$ cat config.mk
export PLATFORM = sky130hd
export DESIGN_NAME = text_console_writer
export DESIGN_NICKNAME = d
export VERILOG_FILES = /design/src/rtl/text_console_pkg.sv /design/src/rtl/text_row_clear.sv /design/src/rtl/text_console_writer.sv
export SDC_FILE = /design/constraint.sdc
export NUM_CORES = 1
export LEC_CHECK = 0
export CAP_MARGIN = 20
export CORE_ASPECT_RATIO = 0.6
export CORE_MARGIN = 2
export CORE_UTILIZATION = 35
export CTS_CLUSTER_DIAMETER = 40
export DETAILED_ROUTE_END_ITERATION = 7
export DONT_BUFFER_PORTS = 1
export PLACE_DENSITY_LB_ADDON = 0.3
export SYNTH_ARGS = -nofsm -noshare
export SYNTH_HDL_FRONTEND = slang
export SYNTH_SLANG_ARGS = --single-unit
$ cat constraint.sdc
create_clock -name CLK -period 1.9 [get_ports CLK]
set_clock_uncertainty 0.05 [all_clocks]
set_input_delay 0.19 -clock CLK [delete_from_list [all_inputs] [get_ports CLK]]
set_output_delay 0.19 -clock CLK [all_outputs]
set_load 0.01 [all_outputs]
$ cat src/rtl/text_console_pkg.sv
// Shared constants and the controller state type for the text console writer.
`timescale 1ns/1ps
package text_console_pkg;
  localparam int PHYS_ROWS = 64;
  localparam int ADDR_W    = 13;

  localparam logic [7:0] CODE_BS    = 8'h08;
  localparam logic [7:0] CODE_LF    = 8'h0A;
  localparam logic [7:0] CODE_FF    = 8'h0C;
  localparam logic [7:0] CODE_CR    = 8'h0D;
  localparam logic [7:0] CODE_SPACE = 8'h20;

  typedef enum logic [1:0] {
    INIT_CLEAR,
    IDLE,
    SCROLL_CLEAR,
    FF_CLEAR
  } state_t;
endpackage

$ cat src/rtl/text_row_clear.sv
// Walks row_count physical rows (6-bit wrapping) column by column, one write per cycle.
`timescale 1ns/1ps
module text_row_clear #(
  parameter int COLS = 80
) (
  input  logic        clk,
  input  logic        srst,
  input  logic        start,
  input  logic [5:0]  first_row,
  input  logic [5:0]  row_count,
  output logic [12:0] address,
  output logic        wr_en,
  output logic        done
);
  logic       active_reg;
  logic [5:0] row_reg;
  logic [5:0] rows_left_reg;
  logic [6:0] col_reg;
  logic       last_col;

  assign last_col = (col_reg == 7'(COLS - 1));
  assign wr_en    = active_reg;
  assign address  = {row_reg, col_reg};
  assign done     = active_reg && last_col && (rows_left_reg == 6'd1);

  always_ff @(posedge clk) begin
    if (srst) begin
      active_reg    <= 1'b0;
      row_reg       <= '0;
      rows_left_reg <= '0;
      col_reg       <= '0;
    end else if (start) begin
      active_reg    <= 1'b1;
      row_reg       <= first_row;
      rows_left_reg <= row_count;
      col_reg       <= '0;
    end else if (active_reg) begin
      if (last_col) begin
        col_reg       <= '0;
        row_reg       <= row_reg + 6'd1;
        rows_left_reg <= rows_left_reg - 6'd1;
        if (done) active_reg <= 1'b0;
      end else begin
        col_reg <= col_reg + 7'd1;
      end
    end
  end
endmodule

$ cat src/rtl/text_console_writer.sv
// Host character stream to text/attribute RAM writer with cursor, hardware scroll and clears.
`timescale 1ns/1ps
module text_console_writer
  import text_console_pkg::*;
#(
  parameter int         COLS         = 80,
  parameter int         ROWS         = 30,
  parameter logic [7:0] DEFAULT_ATTR = 8'h0F
) (
  input  logic                CLK,
  input  logic                RST,
  input  logic [7:0]          IN_DATA,
  input  logic [7:0]          IN_ATTR,
  input  logic                IN_VALID,
  output logic                IN_READY,
  output logic [ADDR_W-1:0]   WR_ADDRESS,
  output logic [7:0]          WR_CHAR_DATA,
  output logic [7:0]          WR_ATTR_DATA,
  output logic                WR_EN,
  output logic [7:0]          ROW_OFFSET,
  output logic [6:0]          CURSOR_COL,
  output logic [4:0]          CURSOR_ROW,
  output logic                BUSY
);
  localparam logic [5:0] ROWS6 = 6'(ROWS);

  state_t      state_reg, state_next;
  logic [6:0]  col_reg, col_next;
  logic [4:0]  row_reg, row_next;
  logic [5:0]  offset_reg, offset_next;
  logic [12:0] wr_addr_reg, wr_addr_next;
  logic [7:0]  wr_char_reg, wr_char_next;
  logic [7:0]  wr_attr_reg, wr_attr_next;
  logic        wr_en_reg, wr_en_next;
  logic        ready_reg, busy_reg;
  logic        newline;

  logic        clr_start;
  logic [5:0]  clr_first, clr_count;
  logic [12:0] clr_addr;
  logic        clr_wr, clr_done;
  logic [5:0]  phys_cursor;

  assign phys_cursor = offset_reg + {1'b0, row_reg};

  text_row_clear #(.COLS(COLS)) u_clear (
    .clk       (CLK),
    .srst      (RST),
    .start     (clr_start),
    .first_row (clr_first),
    .row_count (clr_count),
    .address   (clr_addr),
    .wr_en     (clr_wr),
    .done      (clr_done)
  );

  always_ff @(posedge CLK) begin
    if (RST) begin
      state_reg   <= INIT_CLEAR;
      col_reg     <= '0;
      row_reg     <= '0;
      offset_reg  <= '0;
      wr_addr_reg <= '0;
      wr_char_reg <= '0;
      wr_attr_reg <= '0;
      wr_en_reg   <= 1'b0;
      ready_reg   <= 1'b0;
      busy_reg    <= 1'b0;
    end else begin
      state_reg   <= state_next;
      col_reg     <= col_next;
      row_reg     <= row_next;
      offset_reg  <= offset_next;
      wr_addr_reg <= wr_addr_next;
      wr_char_reg <= wr_char_next;
      wr_attr_reg <= wr_attr_next;
      wr_en_reg   <= wr_en_next;
      ready_reg   <= (state_next == IDLE);
      busy_reg    <= (state_next != IDLE);
    end
  end

  always_comb begin
    state_next   = state_reg;
    col_next     = col_reg;
    row_next     = row_reg;
    offset_next  = offset_reg;
    wr_addr_next = wr_addr_reg;
    wr_char_next = wr_char_reg;
    wr_attr_next = wr_attr_reg;
    wr_en_next   = 1'b0;
    newline      = 1'b0;
    clr_start    = 1'b0;
    clr_first    = offset_reg;
    clr_count    = ROWS6;

    case (state_reg)
      INIT_CLEAR: begin
        // Kick the walker once after reset; it stays active until its final write.
        if (!clr_wr) begin
          clr_start = 1'b1;
          clr_first = 6'd0;
        end
        if (clr_done) state_next = IDLE;
      end
      SCROLL_CLEAR, FF_CLEAR: begin
        if (clr_done) state_next = IDLE;
      end
      IDLE: begin
        if (IN_VALID) begin
          if (IN_DATA >= CODE_SPACE) begin
            wr_en_next   = 1'b1;
            wr_addr_next = {phys_cursor, col_reg};
            wr_char_next = IN_DATA;
            wr_attr_next = IN_ATTR;
            if (col_reg == 7'(COLS - 1)) begin
              col_next = '0;
              newline  = 1'b1;
            end else begin
              col_next = col_reg + 7'd1;
            end
          end else begin
            case (IN_DATA)
              CODE_CR: col_next = '0;
              CODE_LF: begin
                col_next = '0;
                newline  = 1'b1;
              end
              CODE_BS: if (col_reg != 7'd0) col_next = col_reg - 7'd1;
              CODE_FF: begin
                state_next = FF_CLEAR;
                clr_start  = 1'b1;
                col_next   = '0;
                row_next   = '0;
              end
              default: ;
            endcase
          end

          if (newline) begin
            if (row_reg < 5'(ROWS - 1)) begin
              row_next = row_reg + 5'd1;
            end else begin
              // New bottom row is (new offset + ROWS-1), i.e. old offset + ROWS.
              offset_next = offset_reg + 6'd1;
              clr_start   = 1'b1;
              clr_first   = offset_reg + ROWS6;
              clr_count   = 6'd1;
              state_next  = SCROLL_CLEAR;
            end
          end
        end
      end
      default: state_next = INIT_CLEAR;
    endcase

    if (clr_wr) begin
      wr_en_next   = 1'b1;
      wr_addr_next = clr_addr;
      wr_char_next = CODE_SPACE;
      wr_attr_next = DEFAULT_ATTR;
    end
  end

  assign IN_READY     = ready_reg;
  assign BUSY         = busy_reg;
  assign WR_EN        = wr_en_reg;
  assign WR_ADDRESS   = wr_addr_reg;
  assign WR_CHAR_DATA = wr_char_reg;
  assign WR_ATTR_DATA = wr_attr_reg;
  assign ROW_OFFSET   = {2'b00, offset_reg};
  assign CURSOR_COL   = col_reg;
  assign CURSOR_ROW   = row_reg;
endmodule

## Word-level counts from Yosys, hierarchy flattened

Index checks and enable logic that the tools add are counted.

| storage, ports and cells | value |
|---|---|
| register bits after elaboration | 72 |
| input bits | 19 |
| output and inout bits | 52 |
| word-level logic and storage cells | 124 |

| operators by class | value |
|---|---|
| add/sub/neg operators | 9 |
| order comparisons | 2 |
| equality and inequality tests | 13 |
| muxes and demuxes | 63 |
| bitwise logic cells | 1 |
| reductions and logical operators | 20 |

Operators with widths:

| kind | count |
|---|---|
| 6-bit two-way mux | 14 |
| 13-bit two-way mux | 4 |
| 5-bit two-way mux | 8 |
| 8-bit by 4-bit == test with 1-bit output (second input constant) | 4 |
| 7-bit two-way mux | 4 |
| 1-bit two-way mux | 19 |
| 4-bit two-way mux | 4 |
| 7-bit by 1-bit adder with 7-bit output (second input constant) | 2 |
| 7-bit == test (second input constant) | 2 |
| 7-bit one-hot mux with 2 select lines | 1 |
| 6-bit by 1-bit adder with 6-bit output (second input constant) | 2 |
| 2-bit two-way mux | 6 |
| 6-bit one-hot mux with 2 select lines | 1 |
| 2-bit nonzero test | 5 |
| 8-bit by 6-bit greater-or-equal comparator with 1-bit output (second input constant) | 1 |
| 4-bit AND reduction | 2 |
| 7-bit nonzero test | 1 |
| 7-bit by 1-bit subtractor with 7-bit output (second input constant) | 1 |
| 6-bit by 5-bit adder with 6-bit output | 1 |
| 6-bit by 5-bit adder with 6-bit output (second input constant) | 1 |
| 6-bit by 1-bit == test with 1-bit output (second input constant) | 1 |
| 3-bit AND reduction | 2 |
| 3-bit OR reduction | 2 |
| 6-bit by 1-bit subtractor with 6-bit output (second input constant) | 1 |
| 14 further kinds | 19 |

## Depth between registers and ports, before layout

| logic depth | value |
|---|---|
| depth after elaboration | 10 |
| mapped depth | 9 |
| depth with buffers taken out | 8 |

## Modules after synthesis

Synthesis repeated with hierarchy kept, for this count alone.

| second synthesis, totals | value |
|---|---|
| cells, all modules | 491 |
| area, all modules | 4065.1 µm² |

Modules (own cells, without submodules):

| module | times used | cells each | area each (µm²) | seq. area each (µm²) |
|---|---|---|---|---|
| text_console_writer | 1 | 373 | 2966.6 | 1041.0 |
| text_row_clear | 1 | 118 | 1098.6 | 400.4 |

## Worst setup path before layout

No wires, ideal clock.

| path | value |
|---|---|
| path kind | reg2reg |
| start point | register col_reg[0], in the netlist CURSOR_COL[0] |
| end point | register row_reg[0], in the netlist CURSOR_ROW[0] |
| library setup time | 74 ps |
| arrival time | 1980 ps |
| required time | 1776 ps |
| setup slack | -204 ps |
| cell stages (with the launch flop) | 9 |
| buffers on the path | 2 |
| period minus slack after synthesis | 2104 ps |
| cells stage by stage | dfxtp_1 > ha_1 > and3_1 > buf_2 > and4_1 > buf_2 > o21ai_0 > or4_1 > o21ai_0 |

| on the way | value |
|---|---|
| cells in the longest elaborated chain, start to end | 6 |

Ends and longest elaborated chain:

| item | line | RTL |
|---|---|---|
| start, declared | text_console_writer.sv:28 | `logic [6:0] col_reg, col_next;` |
| start signal, assigned | text_console_writer.sv:71 | `col_reg <= col_next;` |
| 7-bit == test | text_console_writer.sv:116 | `if (col_reg == 7'(COLS - 1)) begin` |
| 1-bit two-way mux | text_console_writer.sv:116 |  |
| 1-bit two-way mux | text_console_writer.sv:111 | `if (IN_DATA >= CODE_SPACE) begin` |
| 1-bit two-way mux | text_console_writer.sv:110 | `if (IN_VALID) begin` |
| 1-bit two-way mux | text_console_writer.sv:97 | `case (state_reg)` |
| 5-bit two-way mux | text_console_writer.sv:140 | `if (newline) begin` |
| end signal, assigned | text_console_writer.sv:72 | `row_reg <= row_next;` |
| end, declared | text_console_writer.sv:29 | `logic [4:0] row_reg, row_next;` |

Every way passes these cells. The select of a mux whose other input is x is not followed.
A chain may end at the register's enable or synchronous reset.

## Worst setup path in the final report

| path | value |
|---|---|
| start point | register col_reg[1], in the netlist CURSOR_COL[1] |
| end point | register col_reg[2], in the netlist CURSOR_COL[2] |

| on the way | value |
|---|---|
| cells in the longest elaborated chain, start to end | 4 |
| elaborated cells between the ends (all ways) | 10 |
| those cells by class | 2 x add/sub; 2 x eq/ne; 4 x mux; 2 x reduce/logical |

Ends and longest elaborated chain:

| item | line | RTL |
|---|---|---|
| 7-bit by 1-bit subtractor with 7-bit output | text_console_writer.sv:129 | `CODE_BS: if (col_reg != 7'd0) col_next = col_reg - 7'd1;` |
| 7-bit two-way mux | text_console_writer.sv:129 |  |
| 7-bit one-hot mux with 2 select lines | text_console_writer.sv:123 | `case (IN_DATA)` |
| 7-bit two-way mux | text_console_writer.sv:111 |  |

Parallel ways exist; a longest one is shown, timed or not. The select of a mux whose other input is x is not followed.

==> flow_metrics.py <==
metrics = {
    "status": {
        "status": "finished, violations left",
        "violations": "negative setup slack",
    },
    "floorplanning": {
        "dieHeight_um": 86.3,
        "core_area_mm2": 0.0108,
        "start_util": 0.367,
        "die-area_mm2": 0.0122,
        "die_w_um": 141,
        "ios": 71,
        "rows": 29,
    },
    "synth": {
        "seq_area_frac_synth": 0.365,
        "syn_area_mm2": 0.00395,
        "synth_edf_count": 0,
        "syn_inst": 484,
        "ys_ff_latch": 72,
        "async_flop_share": 0,
        "synthFlopType": "dfxtp_1",
        "synth.distinct_cells": 69,
        "yosys_warnings": 0,
        "syn-mean-instance-area_um2": 8.16,
    },
    "sta": {
        "setup_viol": 15,
        "finalHoldViolCount": 0,
        "max-slew-margin-rel": 0.622,
        "min_period_ns": 2.13,
        "worstMarginPinSlew_ns": 0.566,
        "max_freq_mhz": 469,
        "min_period_over_period": 1.12,
        "rsz0062_at_grt": "yes",
        "slew_viol_final": 0,
        "setup_ws_ns": -0.232,
        "setup-tns-final_ns": -1.78,
    },
    "detailed_routing": {
        "vias": 4047,
        "drc": 0,
        "wl_met1_um": 6280,
        "drtPass1Iterations": 5,
        "met2WireLength_um": 5410,
        "routed_wl_um": 13200,
        "drtIter0Drc": 351,
        "ant_nets": 0,
        "wl_met3_um": 1490,
        "top_layer_used": "met4",
        "routed_via_density": 5.72,
        "wl_per_cell_um": 18.7,
    },
    "setup_path": {
        "worst_ep_required_time_ns": 2.14,
        "cp-startpoint": "CURSOR_COL[1]$_SDFFE_PP0P_",
        "arrival_ns": 2.37,
        "crit_path_top_delay_cell": "or4b_4",
        "path_delay_family": "compound AO/OA/AOI/OAI gates",
        "regToRegSetupSlack_ns": -0.23,
        "crit_end": "CURSOR_COL[2]$_SDFFE_PP0P_",
        "slowest_delay_ns": 0.47,
        "worstPathCellList": "inv_4 -> ha_4 -> or4b_4 -> o311a_4 -> o31a_4 -> a31oi_1 -> o21a_1",
        "crit_cells": 7,
        "critPathKind": "register to register",
        "rr_endpoint": "CURSOR_COL[2]$_SDFFE_PP0P_",
        "critPathMaxFanout": 8,
        "cp.buffers_inverters": 1,
        "endpoint_kind": "register",
        "timing.rr.start": "CURSOR_COL[1]$_SDFFE_PP0P_",
        "crit_path_start_kind": "register",
        "reg2reg_depth": 7,
    },
    "clock_tree": {
        "clockRootBuffer": "clkbuf_16",
        "cts.path.max_buffers": 2,
        "cts.reportedPaths.clkPinSlew_ns": 0.06,
        "cts_buffers": 9,
        "cts_tree": "built",
        "worstSkewPairLatency_ns": 0.34,
        "clock-sinks": 72,
        "cts.htree.levels": 3,
    },
    "min_path": {
        "hp-class": "primary input to register",
    },
    "layout": {
        "final_cell_mix": "nand2_1 (76), buf_4 (71), dfxtp_1 (65)",
        "n_antenna_cell": 0,
        "final_nets": 599,
        "regArea_mm2": 0.00146,
        "fillerInstances": 1031,
        "area_delta_synth_final_pct": 34.5,
        "fin_area_mm2": 0.00531,
        "multi_input_area_mm2": 0.00253,
        "layout_commonest_cell": "nand2_1",
        "final_cells": 707,
        "largest_register_ffs": 13,
        "drive_gt1_frac": 0.276,
    },
    "power": {
        "p_comb_frac": 0.074,
        "max-vdd-ir-drop_v": 0.000405,
        "p_seq_frac": 0.468,
        "p_sw_uw": 874,
        "power_density_mw_per_mm2": 643,
        "p_int_mw": 2.54,
        "switching_share": 0.256,
        "leakage_nw": 2.00,
        "p_clk_frac": 0.458,
    },
    "grt": {
        "grt-ovfl-total": 0,
        "grt_use_total": 0.218,
        "grt_max_degree": 42,
        "grt_pass1_wl_um": 20600,
        "grt_pass1_vias": 3819,
        "antenna_found_initial": 0,
    },
    "place": {
        "io_buffer_count": 0,
        "finalWeightedCongestion": 0.973,
        "dpl.hpwl_um": 9490,
        "dp.cells": 668,
        "dp_slack_ns": -0.215,
        "placed_cell_area_mm2": 0.00457,
    },
    "job": {
        "maxCapViolations": 0,
    },
}
[synthesized netlist by cell type, drive strengths merged, types with 9 or more instances]
cell type	count	area share
nand2	78	0.074
nand3	16	0.020
buf	11	0.020
a311oi	12	0.027
xor2	11	0.024
a31oi	9	0.014
dfxtp	72	0.36
o21ai	19	0.027
nor2	44	0.042
nor3	17	0.023
ha	16	0.051
clkbuf	18	0.023
inv	15	0.014
a21oi	37	0.047
[worst min path at each step]
stage / slack (ns) / cells after the start / endpoint / startpoint
floorplan: 0.27 / 2 / WR_ATTR_DATA[4]$_SDFFE_PP0P_ / IN_ATTR[4]
global placement: 0.21 / 1 / CURSOR_COL[0]$_SDFFE_PP0P_ / RST
detailed placement: 0.21 / 1 / CURSOR_COL[0]$_SDFFE_PP0P_ / RST
CTS: 0.02 / 2 / u_clear.row_reg[0]$_SDFFE_PP0P_ / RST
global route: 0.02 / 2 / u_clear.row_reg[0]$_SDFFE_PP0P_ / RST
finish: 0.04 / 2 / u_clear.row_reg[0]$_SDFFE_PP0P_ / RST
[layer usage]
| metal | vias up | track usage |
|---|---|---|
| li1 | 1913 | - |
| met1 | 1936 | 0.320 |
| met2 | 188 | 0.305 |
| met3 | 10 | 0.0840 |
| met4 | 0 | 0.0355 |
| met5 | - | 0 |
[cells by family after synthesis]
logic type,share of synthesized area
mux,0.0108
compound gates,0.224
xor+xnor,0.0421
simple gates,0.244
buf+inv,0.0576
other cells,0.000949
flops,0.365
fa+ha+maj,0.0557
[metrics by stage]
stage               power (mW)   util  hold WS, ns
floorplan                 1.77      -        0.275
global placement          1.82  0.424        0.208
finish                    3.42  0.493       0.0366
CTS                       3.44  0.475       0.0214
global route              3.57  0.493       0.0213
detailed placement        1.82  0.424        0.209
[worst register-to-register path, stage by stage (launching register included)]
cell,delay [ns]
dfxtp_4,0.37
inv_4,0.07
ha_4,0.11
or4b_4,0.47
o311a_4,0.35
o31a_4,0.35
a31oi_1,0.18
o21a_1,0.13
[final cells by class]
class	count	share of cell area
Sequential cell	72	0.275
Multi-Input combinational cell	369	0.476
Timing Repair Buffer	96	0.154
Clock buffer	9	0.0424
Inverter	15	0.0115
Clock inverter	7	0.00848
Tap cell	139	0.0327
[power by group through the flow]
stage	Combinational, mW	Clock, mW	Sequential (mW)
after floorplan	0.153	0	1.62
after global placement	0.184	0	1.63
after detailed placement	0.189	0	1.63
after CTS	0.240	1.60	1.60
after global routing	0.281	1.68	1.60
final	0.254	1.57	1.60
[what timing repair did]
item	CTS	global route
endpoints found under the setup margin	23	26
pin swaps	7	17
hold buffers	17	0
gates resized for setup	15	43
buffers inserted	6	1
hold endpoints to repair	51	0
Note: power is estimated with default switching activity, not from simulation.
